### src/rtl/instruction_fetch_sequencer.sv
// instruction_fetch_sequencer
//
// Fetch stage that sits after the double-buffered instruction memory. When a
// block is ready, it reads the block from address 0 upward at one read per
// cycle. A read that gets no response is issued again. Returned instructions
// go into a small registered FIFO that feeds the decoder. When the END
// instruction comes back, fetching stops and imem_rd_block_done pulses so the
// memory can swap buffers.
//
// Ports
//   clk, reset          : single clock, synchronous active-high reset
//   start               : pulse, leaves IDLE and clears block_count
//   genesys_done        : end of program, returns WAIT to IDLE
//   imem_block_ready    : memory holds a filled block
//   imem_rd_req/addr    : read request and address (combinational)
//   imem_rd_data/valid  : response to the previous cycle's request
//   imem_rd_block_done  : one-cycle pulse after the END response
//   inst_out_*          : FIFO head towards the decoder (valid/ready handshake)
//   fetch_overflow      : sticky, read address wrapped inside a block
//   block_count         : blocks completed since start
//
// state | meaning
// ------+---------------------------------------------------------------
// IDLE  | no program running, waiting for start
// WAIT  | waiting for the memory to report a filled block
// FETCH | streaming reads until the END instruction returns
// DONE  | single cycle, block consumed, memory may swap buffers

module instruction_fetch_sequencer #(
   parameter int         INST_DATA_WIDTH = 32,
   parameter int         INST_ADDR_WIDTH = 10,
   parameter int         FIFO_DEPTH      = 4,
   parameter logic [3:0] END_OPCODE      = 4'hF
) (
   input  logic                       clk,
   input  logic                       reset,
   input  logic                       start,
   input  logic                       genesys_done,
   input  logic                       imem_block_ready,
   output logic                       imem_rd_req,
   output logic [INST_ADDR_WIDTH-1:0] imem_rd_addr,
   input  logic [INST_DATA_WIDTH-1:0] imem_rd_data,
   input  logic                       imem_rd_valid,
   output logic                       imem_rd_block_done,
   output logic                       inst_out_valid,
   output logic [INST_DATA_WIDTH-1:0] inst_out_data,
   output logic                       inst_out_last,
   input  logic                       inst_out_ready,
   output logic                       fetch_overflow,
   output logic [15:0]                block_count
);

   localparam int PTR_W = (FIFO_DEPTH > 1) ? $clog2(FIFO_DEPTH) : 1;
   localparam int CNT_W = PTR_W + 1;
   localparam int CRD_W = CNT_W + 1;

   typedef enum logic [1:0] {
      S_IDLE  = 2'd0,
      S_WAIT  = 2'd1,
      S_FETCH = 2'd2,
      S_DONE  = 2'd3
   } state_t;

   state_t                     state_q, state_d;
   logic [INST_ADDR_WIDTH-1:0] issue_addr_q, issue_addr_d;
   logic [INST_ADDR_WIDTH-1:0] addr_q, addr_d;
   logic                       req_q, req_d;
   logic                       fetch_overflow_q, fetch_overflow_d;
   logic [15:0]                block_count_q, block_count_d;

   logic [INST_DATA_WIDTH-1:0] fifo_data_q [FIFO_DEPTH];
   logic                       fifo_last_q [FIFO_DEPTH];
   logic [PTR_W-1:0]           wr_ptr_q, wr_ptr_d;
   logic [PTR_W-1:0]           rd_ptr_q, rd_ptr_d;
   logic [CNT_W-1:0]           count_q, count_d;

   logic                       rsp_valid;
   logic                       miss;
   logic                       end_hit;
   logic                       push;
   logic                       pop;
   logic                       credit_ok;
   logic [CRD_W-1:0]           credit_sum;

   // A response only counts when a request was actually outstanding, so a
   // stray valid right after reset is ignored.
   assign rsp_valid = imem_rd_valid && req_q;
   assign miss      = req_q && !imem_rd_valid;
   assign end_hit   = rsp_valid &&
                      (imem_rd_data[INST_DATA_WIDTH-1 -: 4] == END_OPCODE);
   assign push      = rsp_valid;
   assign pop       = inst_out_valid && inst_out_ready;

   // The in-flight request already holds a FIFO slot. A new request is issued
   // only if its response is sure to find a free entry.
   assign credit_sum = CRD_W'(count_q) + CRD_W'(req_q) - CRD_W'(pop);
   assign credit_ok  = credit_sum < CRD_W'(FIFO_DEPTH);

   // A missed address is re-issued in the same cycle. Only one request is
   // ever outstanding, so this keeps the responses in order.
   assign imem_rd_addr = miss ? addr_q : issue_addr_q;
   assign imem_rd_req  = (state_q == S_FETCH) && !end_hit && credit_ok;

   assign imem_rd_block_done = (state_q == S_DONE);
   assign inst_out_valid     = (count_q != '0);
   assign inst_out_data      = fifo_data_q[rd_ptr_q];
   assign inst_out_last      = fifo_last_q[rd_ptr_q];
   assign fetch_overflow     = fetch_overflow_q;
   assign block_count        = block_count_q;

   always_comb begin
      state_d          = state_q;
      issue_addr_d     = issue_addr_q;
      req_d            = imem_rd_req;
      addr_d           = imem_rd_addr;
      fetch_overflow_d = fetch_overflow_q;
      block_count_d    = block_count_q;
      wr_ptr_d         = wr_ptr_q;
      rd_ptr_d         = rd_ptr_q;
      count_d          = count_q + CNT_W'(push) - CNT_W'(pop);

      if (push) wr_ptr_d = wr_ptr_q + PTR_W'(1);
      if (pop)  rd_ptr_d = rd_ptr_q + PTR_W'(1);

      case (state_q)
         S_IDLE: begin
            if (start) begin
               state_d       = S_WAIT;
               block_count_d = '0;
            end
         end
         S_WAIT: begin
            if (genesys_done)          state_d = S_IDLE;
            else if (imem_block_ready) state_d = S_FETCH;
         end
         S_FETCH: begin
            if (end_hit) begin
               state_d      = S_DONE;
               issue_addr_d = '0;
            end
         end
         S_DONE: begin
            state_d       = S_WAIT;
            block_count_d = block_count_q + 16'd1;
         end
         default: state_d = S_IDLE;
      endcase

      // A request and end_hit never happen in the same cycle, so this never
      // conflicts with the reset of issue_addr on the way to DONE.
      if (imem_rd_req) begin
         issue_addr_d = imem_rd_addr + INST_ADDR_WIDTH'(1);
         if (&imem_rd_addr) fetch_overflow_d = 1'b1;
      end else if (miss) begin
         // No credit for the retry: keep the missed address for later.
         issue_addr_d = addr_q;
      end
   end

   always_ff @(posedge clk) begin
      if (reset) begin
         state_q          <= S_IDLE;
         issue_addr_q     <= '0;
         addr_q           <= '0;
         req_q            <= 1'b0;
         fetch_overflow_q <= 1'b0;
         block_count_q    <= '0;
         wr_ptr_q         <= '0;
         rd_ptr_q         <= '0;
         count_q          <= '0;
         for (int i = 0; i < FIFO_DEPTH; i++) begin
            fifo_data_q[i] <= '0;
            fifo_last_q[i] <= 1'b0;
         end
      end else begin
         state_q          <= state_d;
         issue_addr_q     <= issue_addr_d;
         addr_q           <= addr_d;
         req_q            <= req_d;
         fetch_overflow_q <= fetch_overflow_d;
         block_count_q    <= block_count_d;
         wr_ptr_q         <= wr_ptr_d;
         rd_ptr_q         <= rd_ptr_d;
         count_q          <= count_d;
         if (push) begin
            fifo_data_q[wr_ptr_q] <= imem_rd_data;
            fifo_last_q[wr_ptr_q] <= end_hit;
         end
      end
   end

endmodule

### config.mk
export PLATFORM = sky130hd
export DESIGN_NAME = instruction_fetch_sequencer
export DESIGN_NICKNAME = d
export VERILOG_FILES = /design/src/rtl/instruction_fetch_sequencer.sv
export SDC_FILE = /design/constraint.sdc
export NUM_CORES = 1
export LEC_CHECK = 0
export CORE_ASPECT_RATIO = 1.75
export CORE_MARGIN = 3
export CORE_UTILIZATION = 40
export DETAILED_ROUTE_END_ITERATION = 10
export HOLD_SLACK_MARGIN = 0.06
export SLEW_MARGIN = 0
export SYNTH_ARGS = -nofsm -noshare
export SYNTH_HDL_FRONTEND = slang
export SYNTH_SLANG_ARGS = --single-unit
### constraint.sdc
create_clock -name clk -period 2.78 [get_ports clk]
set_input_delay 0.556 -clock clk [delete_from_list [all_inputs] [get_ports clk]]
set_output_delay 0.556 -clock clk [all_outputs]
set_load 0.01 [all_outputs]
---- After elaboration in Yosys (flattened, before gate mapping) ----
Memory sizes are Yosys's and may differ from the RTL's. A register that Yosys moved wholly into a read port is not among the register bits.
Cells that the tools add are included.
operators by class
  $add $sub $neg .......................... 8
  multipliers ............................. 0
  div/mod/pow operators ................... 0
  magnitude comparators ................... 1
  equality and inequality tests ........... 7
  shift-type cells ........................ 0
  muxes and demuxes ....................... 27
  bitwise operators ....................... 0
  reductions and logical operators ........ 19
operator list
  operator                                             count
  two-way mux 10 bit                                   5
  two-way mux 32 bit                                   1
  case mux 16 bit (2 select lines)                     1
  OR reduction 32 bit                                  1
  two-way mux 2 bit                                    10
  adder 16 x 1 -> 16 bit (second input constant)       1
  two-way mux 16 bit                                   1
  AND reduction 11 bit                                 1
  adder 10 x 1 -> 10 bit (second input constant)       1
  nonzero test 3 bit                                   3
  two-way mux 1 bit                                    8
  case mux 2 bit (4 select lines)                      1
  logical AND 1 bit                                    6
  adder 2 x 1 -> 2 bit (second input constant)         2
  adder 3 x 1 -> 4 bit                                 1
  == test 2 bit (second input constant)                2
  == test 4 bit (second input constant)                1
  < comparator 4 x 3 -> 1 bit (second input constant)  1
  inequality test 2 bit (second input constant)        2
  AND reduction 2 bit                                  2
  subtractor 4 x 1 -> 4 bit                            1
  adder 3 x 1 -> 3 bit                                 1
  inequality test 3 bit (second input constant)        1
  AND reduction 3 bit                                  1
  other kinds (6)                                      7
word-level totals
  flip-flop bits (word level) ............. 47
  bits in latches ......................... 0
  RAM bits ................................ 132
  memory bits (read-only) ................. 0
  input bits .............................. 39
  output and inout bits ................... 63
  word-level logic and storage cells ...... 73
  memories kept ........................... 2
memory list
  name         depth  width  read ports  clocked after Yosys merged registers in  write ports  line  text
  fifo_data_q  4      32     1           1                                        4            71    logic [INST_DATA_WIDTH-1:0] fifo_data_q [FIFO_DEPTH];
  fifo_last_q  4      1      1           1                                        4            72    logic fifo_last_q [FIFO_DEPTH];

---- Logic depth before layout (Yosys ltp) ----
  depth in word-level cells ............... 7
  depth in mapped cells ................... 13
  mapped depth without buffers ............ 13

---- Worst setup path before layout ----
OpenSTA, ideal clock, no wires.
  path kind ............................... register to register
  from .................................... reg count_q[1]
  to ...................................... reg fetch_overflow_q, in the netlist fetch_overflow
  library setup time ...................... 71 ps
  arrival ................................. 2491 ps
  required time ........................... 2709 ps
  slack ................................... 218 ps
  cell stages (with the launch flop) ...... 13
  path buffers ............................ 1
  period minus slack after synthesis ...... 2562 ps
  cells stage by stage .................... dfxtp_1 > inv_1 > nand3_1 > and2_1 > ha_1 > inv_1 > ha_1 > or2_2 > o211ai_2 > o2111ai_1 > buf_2 > or3_1 > a21oi_1
on the way
  longest elaborated chain between the ends .. 6
  elaborated cells between the ends (all ways) .. 7
  classes of those cells .................. 2 x add/sub; 1 x order compare; 4 x reduce/logical
RTL lines
  what                                   line  text
  start: declaration                     75    logic [CNT_W-1:0] count_q, count_d;
  start signal: assignment               184   count_q <= count_d;
  nonzero test 3 bit                     105   assign inst_out_valid = (count_q != '0);
  named net inst_out_valid               45    output logic inst_out_valid,
  logical AND 1 bit                      92    assign pop = inst_out_valid && inst_out_ready;
  named net pop                          81    logic pop;
  subtractor 4 x 1 -> 4 bit              96    assign credit_sum = CRD_W'(count_q) + CRD_W'(req_q) - CRD_W'(pop);
  < comparator 4 x 3 -> 1 bit            97    assign credit_ok = credit_sum < CRD_W'(FIFO_DEPTH);
  logical AND 1 bit                      102   assign imem_rd_req = (state_q == S_FETCH) && !end_hit && credit_ok;
  AND reduction 11 bit (no source line)  n/a
  end signal: assignment                 180   fetch_overflow_q <= fetch_overflow_d;
  end: declaration                       68    logic fetch_overflow_q, fetch_overflow_d;
The timed path passes the listed nets, and every way through them passes these cells.
A chain may end at the register's enable or synchronous reset.

---- Final worst setup path ----
  from .................................... reg count_q[2]
  to ...................................... out imem_rd_req
on the way
  longest elaborated chain between the ends .. 5
  elaborated cells between the ends (all ways) .. 6
  classes of those cells .................. 2 x add/sub; 1 x order compare; 3 x reduce/logical
RTL lines
  what                         line  text
  nonzero test 3 bit           105
  logical AND 1 bit            92
  named net pop                81
  subtractor 4 x 1 -> 4 bit    96
  < comparator 4 x 3 -> 1 bit  97
  logical AND 1 bit            102
  end: declaration             40    output logic imem_rd_req,
The timed path passes the listed nets, and every way through them passes these cells.

==> metrics.txt <==
Via Count=5290; clk sinks=181; maximum clock rate=0.364 GHz; Max VDD drop=0.000445 V; largest net degree at the start of global routing=43; Max transition margin=38.0%; Area contributors post-synth=edfxtp_1, dfxtp_1, and2_1; Final ANT Viol Nets=0; synthesized area=0.00815 mm^2; CTS max path bufs=2; drt via density=5.12; Post-synth EDFFs=132; CTS Root Cell=clkbuf_16; first-pass GRT wire length=30300 um; Post-DP HPWL=12400 um; Core ar.=0.0199 mm^2; Synth area leader=edfxtp_1; sequential area share after synthesis=60.7%; # rows=68; antenna violations before repair=0; critical path's top delay family=simple AND/OR/NAND/NOR gates; Slew Limit Fails=0; Routability Congestion=0.843; worst-path cell chain=inv_2 -> nand3_2 -> and2_4 -> ha_4 -> inv_2 -> ha_4 -> and3b_1 -> o211ai_2 -> o2111ai_2 -> inv_2 -> buf_6; DRC=0; share of flip-flops with an asynchronous set or reset=0%; Initial Util=40.9%; critical-path maximum fanout=2; Worst Skew=0.00942 ns; die area=0.0222 mm^2; CP max stage delay=0.32 ns; Util after Layout=53.7%; count leader, synth=and2_1; top post-synthesis cells by count=and2_1, edfxtp_1, dfxtp_1; share of cells above drive strength 1=20.6%; Worst path most repeated cell=inv_2; worst hold-check path type=flop to flop; DRT Wirelength=18900 um; Gate Count Post-Synth=623; Clock Latency Late Sink=0.43 ns; Crit Path Category=flop to primary output; number of diodes=0; hold depth=2; number of global-route vias before repair=5789; hold buffers post-CTS=0; crit start category=flop; worst reg-to-reg path cell count=15; Max H-tree Level=4; Pleak=0.00411 uW; die height=195 um; CTS Buf Count=17; Layout area overhead=31.2%; fin crit period=2.75 ns; initial DRC count=207; CP bufs+invs=4; Hold Fails Final Rpt=0; CP max stage cell=dfxtp_2; Total GRT Usage=17.9%; final critical-path share of the clock period=98.8%; CP required=2.22 ns; top cell type's share of synthesized area=48.6%; syn avg cell area=13.1 um^2; pwr dens=675 mW/mm^2; Critical Path Stages=11; Synthesis Warnings=0; io pins=102; critical path endpoint category=primary output; status=finished clean; Slew @ Worst Pin=0.928 ns; top_reg_cell synth=edfxtp_1; FF+latch count, synth=181; router iterations before antenna repair=4; grt total ovfl=0; Arrival @ worst endpoint=2.19 ns; max-cap viol count=0; clk slew on worst S/H paths=0.07 ns; post-synth cell types=50; syn_nets=675; # setup viols final=0; PortBufs=101; Routed WL per cell=18.3 um; CTS tree=built; total power draw=7220 uW; RSZ-0062 raised after global routing=yes; final-stage net count=827; die width=114 um
-- flip-flops by register name, summed over array words and instances (netlist names), named ones only --
| register | cells |
|---|---|
| fifo_data_q | 128 |
| block_count | 16 |
| addr_q | 10 |
| issue_addr_q | 10 |
| fifo_last_q | 4 |
| count_q | 3 |
| rd_ptr_q | 2 |
| state_q | 2 |
| wr_ptr_q | 2 |
| fetch_overflow | 1 |
| req_q | 1 |
-- area by class of cell --
type                    instances  area (um^2)
clock buffers                  18          429
clock inverters                14          184
fillers                      1729         9210
inverters                      18         67.6
multi-input cells             394         3110
flip-flops and latches        181         4950
well taps                     245          307
repair buffers                163         1650
-- per-stage QoR --
stage | cells | setup slack, ns | area [um^2] | hold WS, ns | setup TNS, ns
after floorplan | 623 | 0.218 | 8150 | 0.429 | 0
after global placement | 992 | -0.563 | 9900 | 0.448 | -1.83
after CTS | 1031 | -0.0377 | 10600 | 0.464 | -0.0377
after detailed placement | 992 | -0.559 | 9900 | 0.446 | -2.23
final | 1033 | 0.0334 | 10700 | 0.459 | 0
after global routing | 1033 | -0.0958 | 10700 | 0.490 | -0.0958
-- routing by layer --
layer,routed length (um),track usage (%),vias up
li1,-,-,2529
met1,6850,19.0,2596
met2,10700,33.1,141
met3,963,4.67,24
met4,392,6.96,0
met5,0,0,-
-- logic make-up (layout without fill, tap and decap cells) --
family	Yosys count	after routing	synth area share, %
buf+inv	48	213	2.33
compound gates	43	43	3.62
fa+ha+maj	13	13	2.09
mux	43	43	10.4
simple gates	270	270	18.2
flops	181	181	60.7
xor+xnor	25	25	2.69
-- report_power, final --
part | internal, uW | total, uW | switching [uW]
registers | 3000 | 3080 | 74.8
logic | 976 | 1640 | 666
clock network | 1500 | 2500 | 1010
total | 5470 | 7220 | 1750
-- cells in the final DEF (no fill, tap or decap), types with 12 or more instances in the layout --
cell type        synthesis  routed
and2_1                 134     133
buf_4                    0      50
clkbuf_16                0      17
clkdlybuf4s50_1          0      86
dfxtp_1                 49      44
edfxtp_1               132     132
inv_1                   17      13
mux4_2                  33      33
nand2_1                 41      41
nor2_1                  42      41
xnor2_1                 12      12
xor2_1                  13      13
-- final timing paths --
| kind | slack, ns | from | end |
|---|---|---|---|
| worst min register to register | 0.46 | fetch_overflow | fetch_overflow |
| worst max register to register | 0.16 | count_q[2] | issue_addr_q[3] |
| worst min-delay path | 0.46 | fetch_overflow | fetch_overflow |
| worst max-delay path | 0.03 | count_q[2] | imem_rd_req |
-- repair_timing --
item,4_1_cts,5_1_grt
hold endpoints to repair,0,0
resized for setup,25,16
endpoints found under the setup margin,36,12
setup buffers,6,2
gates cloned,1,0
pin swaps,3,3
-- worst register-to-register path, cell delays in order (launching register included) --
cell and delay [ns]:
dfxtp_2 0.32, inv_2 0.06, nand3_2 0.08, and2_4 0.17, ha_4 0.15, inv_2 0.06
ha_4 0.19, and3b_1 0.17, o211ai_2 0.21, o2111ai_2 0.16, buf_4 0.17, buf_4 0.12
buf_4 0.18, nor2_1 0.14, xor2_1 0.08, a221o_1 0.29
Note: power is estimated with default switching activity, not from simulation.
